--- src/rtl/fp_exp_pipe.sv ---
// FP multiplier exponent path: lookahead add of biased exponents, normalise, unbias, classify, saturate.
// Two register stages at full throughput; in_ready falls only when both stages are full and out_ready is low.
module fp_exp_pipe #(
    parameter int EXP_WIDTH     = 8,
    parameter int BIAS          = 127,
    parameter int CLA_GRP_WIDTH = 4
) (
    input  logic                 clk,
    input  logic                 rst_n,
    input  logic                 in_valid,
    output logic                 in_ready,
    input  logic [EXP_WIDTH-1:0] exp_a,
    input  logic [EXP_WIDTH-1:0] exp_b,
    input  logic                 norm_inc,
    output logic                 out_valid,
    input  logic                 out_ready,
    output logic [EXP_WIDTH-1:0] exp_out,
    output logic                 ovf,
    output logic                 unf,
    output logic                 is_zero,
    output logic                 is_nan,
    output logic                 is_inf
);
    localparam int NGRP = EXP_WIDTH / CLA_GRP_WIDTH;
    localparam logic signed [EXP_WIDTH+1:0] C_BIAS = (EXP_WIDTH+2)'(BIAS);
    localparam logic signed [EXP_WIDTH+1:0] C_EMAX = {2'b00, {EXP_WIDTH{1'b1}}};

    logic                 r_s1_valid;
    logic [EXP_WIDTH-1:0] r_s1_a;
    logic [EXP_WIDTH-1:0] r_s1_b;
    logic                 r_s1_inc;
    logic                 r_s1_za;
    logic                 r_s1_zb;
    logic                 r_s1_ia;
    logic                 r_s1_ib;

    logic                 r_s2_valid;
    logic [EXP_WIDTH-1:0] r_exp;
    logic                 r_ovf;
    logic                 r_unf;
    logic                 r_zero;
    logic                 r_nan;
    logic                 r_inf;

    logic                 w_adv1;
    logic                 w_adv2;

    logic [EXP_WIDTH-1:0] w_g;
    logic [EXP_WIDTH-1:0] w_p;
    logic [NGRP-1:0]      w_grp_g;
    logic [NGRP-1:0]      w_grp_p;
    logic [NGRP:0]        w_gc;
    logic                 w_term;
    logic                 w_c;
    logic [EXP_WIDTH-1:0] w_sum;
    logic [EXP_WIDTH:0]   w_raw;

    logic signed [EXP_WIDTH+1:0] w_r;
    logic [EXP_WIDTH-1:0] w_nxt_exp;
    logic                 w_nxt_ovf;
    logic                 w_nxt_unf;
    logic                 w_nxt_zero;
    logic                 w_nxt_nan;
    logic                 w_nxt_inf;

    // No skid buffer: a draining output frees both stages in the same cycle.
    assign w_adv2   = !r_s2_valid || out_ready;
    assign w_adv1   = !r_s1_valid || w_adv2;
    assign in_ready = w_adv1;

    always_ff @(posedge clk or negedge rst_n) begin
        if (!rst_n) begin
            r_s1_valid <= 1'b0;
            r_s1_a     <= '0;
            r_s1_b     <= '0;
            r_s1_inc   <= 1'b0;
            r_s1_za    <= 1'b0;
            r_s1_zb    <= 1'b0;
            r_s1_ia    <= 1'b0;
            r_s1_ib    <= 1'b0;
        end else if (w_adv1) begin
            r_s1_valid <= in_valid && w_adv1;
            if (in_valid) begin
                r_s1_a   <= exp_a;
                r_s1_b   <= exp_b;
                r_s1_inc <= norm_inc;
                r_s1_za  <= (exp_a == '0);
                r_s1_zb  <= (exp_b == '0);
                r_s1_ia  <= (exp_a == '1);
                r_s1_ib  <= (exp_b == '1);
            end
        end
    end

    // Group carries are flat sum-of-products over lower groups so no carry ripples between groups.
    always_comb begin
        w_g     = r_s1_a & r_s1_b;
        w_p     = r_s1_a ^ r_s1_b;
        w_grp_g = '0;
        w_grp_p = '1;
        w_gc    = '0;
        w_term  = 1'b0;
        w_c     = 1'b0;
        w_sum   = '0;
        for (int j = 0; j < NGRP; j++) begin
            for (int k = 0; k < CLA_GRP_WIDTH; k++) begin
                w_grp_g[j] = w_g[j*CLA_GRP_WIDTH+k] | (w_p[j*CLA_GRP_WIDTH+k] & w_grp_g[j]);
                w_grp_p[j] = w_grp_p[j] & w_p[j*CLA_GRP_WIDTH+k];
            end
        end
        for (int j = 1; j <= NGRP; j++) begin
            for (int k = 0; k < j; k++) begin
                w_term = w_grp_g[k];
                for (int m = k + 1; m < j; m++) begin
                    w_term = w_term & w_grp_p[m];
                end
                w_gc[j] = w_gc[j] | w_term;
            end
        end
        for (int j = 0; j < NGRP; j++) begin
            w_c = w_gc[j];
            for (int k = 0; k < CLA_GRP_WIDTH; k++) begin
                w_sum[j*CLA_GRP_WIDTH+k] = w_p[j*CLA_GRP_WIDTH+k] ^ w_c;
                w_c = w_g[j*CLA_GRP_WIDTH+k] | (w_p[j*CLA_GRP_WIDTH+k] & w_c);
            end
        end
        w_raw = {w_gc[NGRP], w_sum};
    end

    always_comb begin
        w_r = $signed({1'b0, w_raw}) + $signed({{(EXP_WIDTH+1){1'b0}}, r_s1_inc}) - C_BIAS;
        w_nxt_exp  = w_r[EXP_WIDTH-1:0];
        w_nxt_ovf  = 1'b0;
        w_nxt_unf  = 1'b0;
        w_nxt_zero = 1'b0;
        w_nxt_nan  = 1'b0;
        w_nxt_inf  = 1'b0;
        if ((r_s1_za || r_s1_zb) && (r_s1_ia || r_s1_ib)) begin
            w_nxt_exp = '1;
            w_nxt_nan = 1'b1;
        end else if (r_s1_za || r_s1_zb) begin
            w_nxt_exp  = '0;
            w_nxt_zero = 1'b1;
        end else if (r_s1_ia || r_s1_ib) begin
            w_nxt_exp = '1;
            w_nxt_inf = 1'b1;
        end else if (w_r >= C_EMAX) begin
            w_nxt_exp = '1;
            w_nxt_ovf = 1'b1;
        end else if (w_r[EXP_WIDTH+1] || (w_r == '0)) begin
            w_nxt_exp = '0;
            w_nxt_unf = 1'b1;
        end
    end

    always_ff @(posedge clk or negedge rst_n) begin
        if (!rst_n) begin
            r_s2_valid <= 1'b0;
            r_exp      <= '0;
            r_ovf      <= 1'b0;
            r_unf      <= 1'b0;
            r_zero     <= 1'b0;
            r_nan      <= 1'b0;
            r_inf      <= 1'b0;
        end else if (w_adv2) begin
            r_s2_valid <= r_s1_valid;
            r_exp      <= w_nxt_exp;
            r_ovf      <= w_nxt_ovf;
            r_unf      <= w_nxt_unf;
            r_zero     <= w_nxt_zero;
            r_nan      <= w_nxt_nan;
            r_inf      <= w_nxt_inf;
        end
    end

    assign out_valid = r_s2_valid;
    assign exp_out   = r_exp;
    assign ovf       = r_ovf;
    assign unf       = r_unf;
    assign is_zero   = r_zero;
    assign is_nan    = r_nan;
    assign is_inf    = r_inf;

endmodule

--- config.mk ---
export PLATFORM = sky130hd
export DESIGN_NAME = fp_exp_pipe
export DESIGN_NICKNAME = d
export VERILOG_FILES = /design/src/rtl/fp_exp_pipe.sv
export SDC_FILE = /design/constraint.sdc
export NUM_CORES = 1
export LEC_CHECK = 0
export CORE_ASPECT_RATIO = 0.5
export CORE_MARGIN = 2
export CORE_UTILIZATION = 45
export CTS_CLUSTER_SIZE = 14
export DETAILED_ROUTE_END_ITERATION = 8
export PLACE_DENSITY = 0.69
export SLEW_MARGIN = 20
export SYNTH_ARGS = -nofsm -noshare
export SYNTH_HDL_FRONTEND = slang
export SYNTH_SLANG_ARGS = --single-unit
--- constraint.sdc ---
create_clock -name clk -period 5 [get_ports clk]
set_input_delay 1 -clock clk [delete_from_list [all_inputs] [get_ports clk]]
set_output_delay 1 -clock clk [all_outputs]
set_load 0.02 [all_outputs]
==> run_results.csv <==
group,metric,value,unit
critical_path,path_class,"flop to flop",
routing,totalWireLength,4613,um
cells_and_area,nNetsFinal,279,
min_path,min_to,"out_valid$_DFFE_PN0P_",
cells_and_area,mostFrequentLayoutCells,"dfrtp_1 (36), clkdlybuf4s50_1 (35), nand2_1 (26), mux2_2 (18), inv_1 (15)",
critical_path,cp_top_family,"adder cells",
cts,root_buffer,"clkbuf_8",
critical_path,crit_slowest_cell,"fa_1",
sta,finalCritPeriodShare,83.56,%
synth,avgSynthCellArea,10.41,um^2
power,p_sw_share,38.74,%
critical_path,rr_endpoint,"exp_out[5]$_DFFE_PN0P_",
critical_path,cp_common_cell,"fa_1",
synth,ys_ff_latch,36,
power,p_leak,1.103,nW
power,p_clk_share,17.4,%
grt,grt_use_total,18.63,%
cells_and_area,drive_gt1_share,13.01,%
synth,synth_flop_cell,"dfrtp_1",
critical_path,cp_cell_sequence,"ha_1 > inv_1 > fa_1 > fa_1 > inv_1 > fa_1 > fa_1 > inv_1 > fa_1 > fa_1 > or3b_1 > o21ai_1 > o22ai_1 > o31ai_4 > o221ai_1",
floorplanning,die_x,101.6,um
sta,setup-tns-final,0,ns
placed_design,dp_cells,304,
sta,max_freq,239.4,MHz
min_path,min_from,"r_s1_valid$_DFFE_PN0N_",
power,pwr-share-seq,32.0,%
routing,drtPass1Iterations,4,
power,p_per_area,458.5,mW/mm^2
cells_and_area,stdcell_count,312,
synth,ys_seq_area_share,42.01,%
synth,netlist-cell-type-count,46,
grt,grt_max_degree,37,
cts,clk_latency,0.29,ns
synth,async_flop_share,100.0,%
critical_path,critPathLaunchType,"flop",
synth,netlist_area,0.002145,mm^2
routing,via_count,1662,
outcome,status,"finished, final reports clean",
cts,htree_levels,2,
cts,postCtsSetupBuffers,0,
floorplanning,core_area,0.004488,mm^2
cells_and_area,final_core_util,59.21,%
critical_path,rrSetupSlack,0.82,ns
floorplanning,dieArea,0.005368,mm^2
critical_path,ff2ff_path_depth,15,
placed_design,place.port_buffers,35,
cts,cts_hold_buf,0,
synth,synthCells,206,
placed_design,place_ws,0.8738,ns
run,drv_cap,0,
cells_and_area,antenna_cells,0,
critical_path,crit_buf_inv,3,
routing,wl_per_cell,14.79,um
grt,grt_pass1_wl,7389,um
cts,path_clk_slew,0.07,ns
critical_path,path_max_fanout,7,
power,comb_power_share,50.6,%
sta,fin_ws,0.8221,ns
cells_and_area,design_area,0.002658,mm^2
power,internal_power,0.7465,mW
grt,grt_pass1_vias,1535,
cts,post_cts_resized,0,
sta,fin_crit,4.178,ns
min_path,min_path_type,"flop to flop",
floorplanning,rows,17,
sta,tightestPinTransition,0.9249,ns
power,switching_power,0.4720,mW
critical_path,crit_required,5.15,ns
sta,setup_viol,0,
synth,synth_nets,240,
routing,drt-initial-drc-count,43,
floorplanning,start_util,47.78,%
cts,cts.sinks,36,
min_path,holdPathStages,1,
cts,numCtsBuffers,5,
placed_design,gp_congestion,0.8635,
placed_design,placed_cell_area,0.002567,mm^2
sta,fin_skew,0.005510,ns
cts,clk_path_buf_depth,2,
grt,grt.overflow.total,0,
sta,slew_headroom,38.19,%
critical_path,cp_slowest_stage_delay,0.50,ns
critical_path,worstSetupEndpointType,"flop",
floorplanning,ios,36,
critical_path,crit_arrival,4.33,ns
routing,drc,0,
placed_design,hpwlAfterDp,3580,um
cells_and_area,mostFrequentLayoutCell,"dfrtp_1",
cts,cts_tree,"built",
routing,viasPerCell,5.327,
sta,final_hold_viol_count,0,
floorplanning,die_h,52.82,um
cells_and_area,area_growth,23.92,%
sta,drv_slew,0,
grt,antenna_found_initial,0,
critical_path,timing.rr.start,"r_s1_a[0]$_DFFE_PN0P_",
synth,synth_warnings,0,
synth,synth_edf_count,0,
sta,rsz0062_at_grt,"false",
cells_and_area,fillers,414,
power,peakVddDrop,0.0001683,V
routing,ant_nets,0,
==> Yosys cell counts (all sizes together), types with 2 or more instances <==
library cell   n  area (um^2)
nor4b          2        17.52
nand2b         6        37.54
nand2         26        97.59
nor3           4        20.02
ha             7        87.58
o21ai         15        75.07
inv           15        56.30
dfrtp         36        900.9
xnor2          2        17.52
xor2           4        35.03
a32oi          2        17.52
o31ai          5        51.30
o211ai         2        15.01
buf            3        17.52
nor4           5        31.28
clkbuf         2        7.510
mux2          18        202.7
fa             6        120.1
or2            2        15.02
a21oi          2        10.01
nor2b          3        18.77
nand4          6        37.54
nor2          11        41.29
o221ai         4        35.03
==> kinds of logic after synthesis <==
family,Yosys count,synth area share (%)
multiplexers,19,9.918
AO/OA/AOI/OAI,39,14.35
buffers and inverters,20,3.792
AND/OR/NAND/NOR,73,17.80
adder cells (fa/ha/maj),13,9.685
XOR/XNOR,6,2.450
flip-flops,36,42.01
==> state kept, by name, indices dropped and copies added, names as in the netlist <==
signal,flops
unf,1
ovf,1
is_inf,1
r_s1_za,1
r_s1_a,8
exp_out,8
r_s1_ib,1
r_s1_ia,1
r_s1_inc,1
out_valid,1
r_s1_valid,1
is_nan,1
is_zero,1
r_s1_b,8
r_s1_zb,1
==> area by class of cell <==
| class | count | area (um^2) | area share (%) |
|---|---|---|---|
| multi-input cells | 150 | 1162 | 43.74 |
| flip-flops and latches | 36 | 900.9 | 33.90 |
| repair buffers | 37 | 365.4 | 13.75 |
| clock buffers | 8 | 90.09 | 3.390 |
| well taps | 66 | 82.58 | 3.107 |
| inverters | 15 | 56.30 | 2.119 |
==> power groups by stage <==
stage | Clock [mW] | Combinational [mW] | Sequential (mW)
floorplan | 0 | 0.380 | 0.434
global placement | 0 | 0.600 | 0.391
detailed placement | 0 | 0.609 | 0.395
CTS | 0.218 | 0.612 | 0.390
global route | 0.228 | 0.670 | 0.398
finish | 0.212 | 0.616 | 0.390
==> stage by stage <==
stage               hold WS [ns]  power [mW]
floorplan                 0.4346      0.8140
global placement          0.4446      0.9905
detailed placement        0.4548       1.004
CTS                       0.4699       1.219
global route              0.4834       1.296
finish                    0.4642       1.218
==> how the worst max path moves through the flow <==
stage	slack, ns	endpoint	depth (start not counted)	start
final	0.82	exp_out[5]$_DFFE_PN0P_	15	r_s1_a[0]$_DFFE_PN0P_
after global routing	0.55	exp_out[5]$_DFFE_PN0P_	15	r_s1_a[0]$_DFFE_PN0P_
after CTS	0.86	exp_out[5]$_DFFE_PN0P_	15	r_s1_a[0]$_DFFE_PN0P_
after detailed placement	0.87	exp_out[5]$_DFFE_PN0P_	15	r_s1_a[0]$_DFFE_PN0P_
after global placement	1.01	exp_out[5]$_DFFE_PN0P_	15	r_s1_a[0]$_DFFE_PN0P_
after floorplan	1.12	exp_out[5]$_DFFE_PN0P_	16	r_s1_a[0]$_DFFE_PN0P_
==> per-layer routing <==
layer	track usage [%]	up-vias	routed length [um]
li1	-	817	-
met4	6.982	0	63
met3	4.400	7	276
met5	0	-	0
met1	26.13	784	2316
met2	28.07	54	1956
Power figures use the tool's default switching activity.
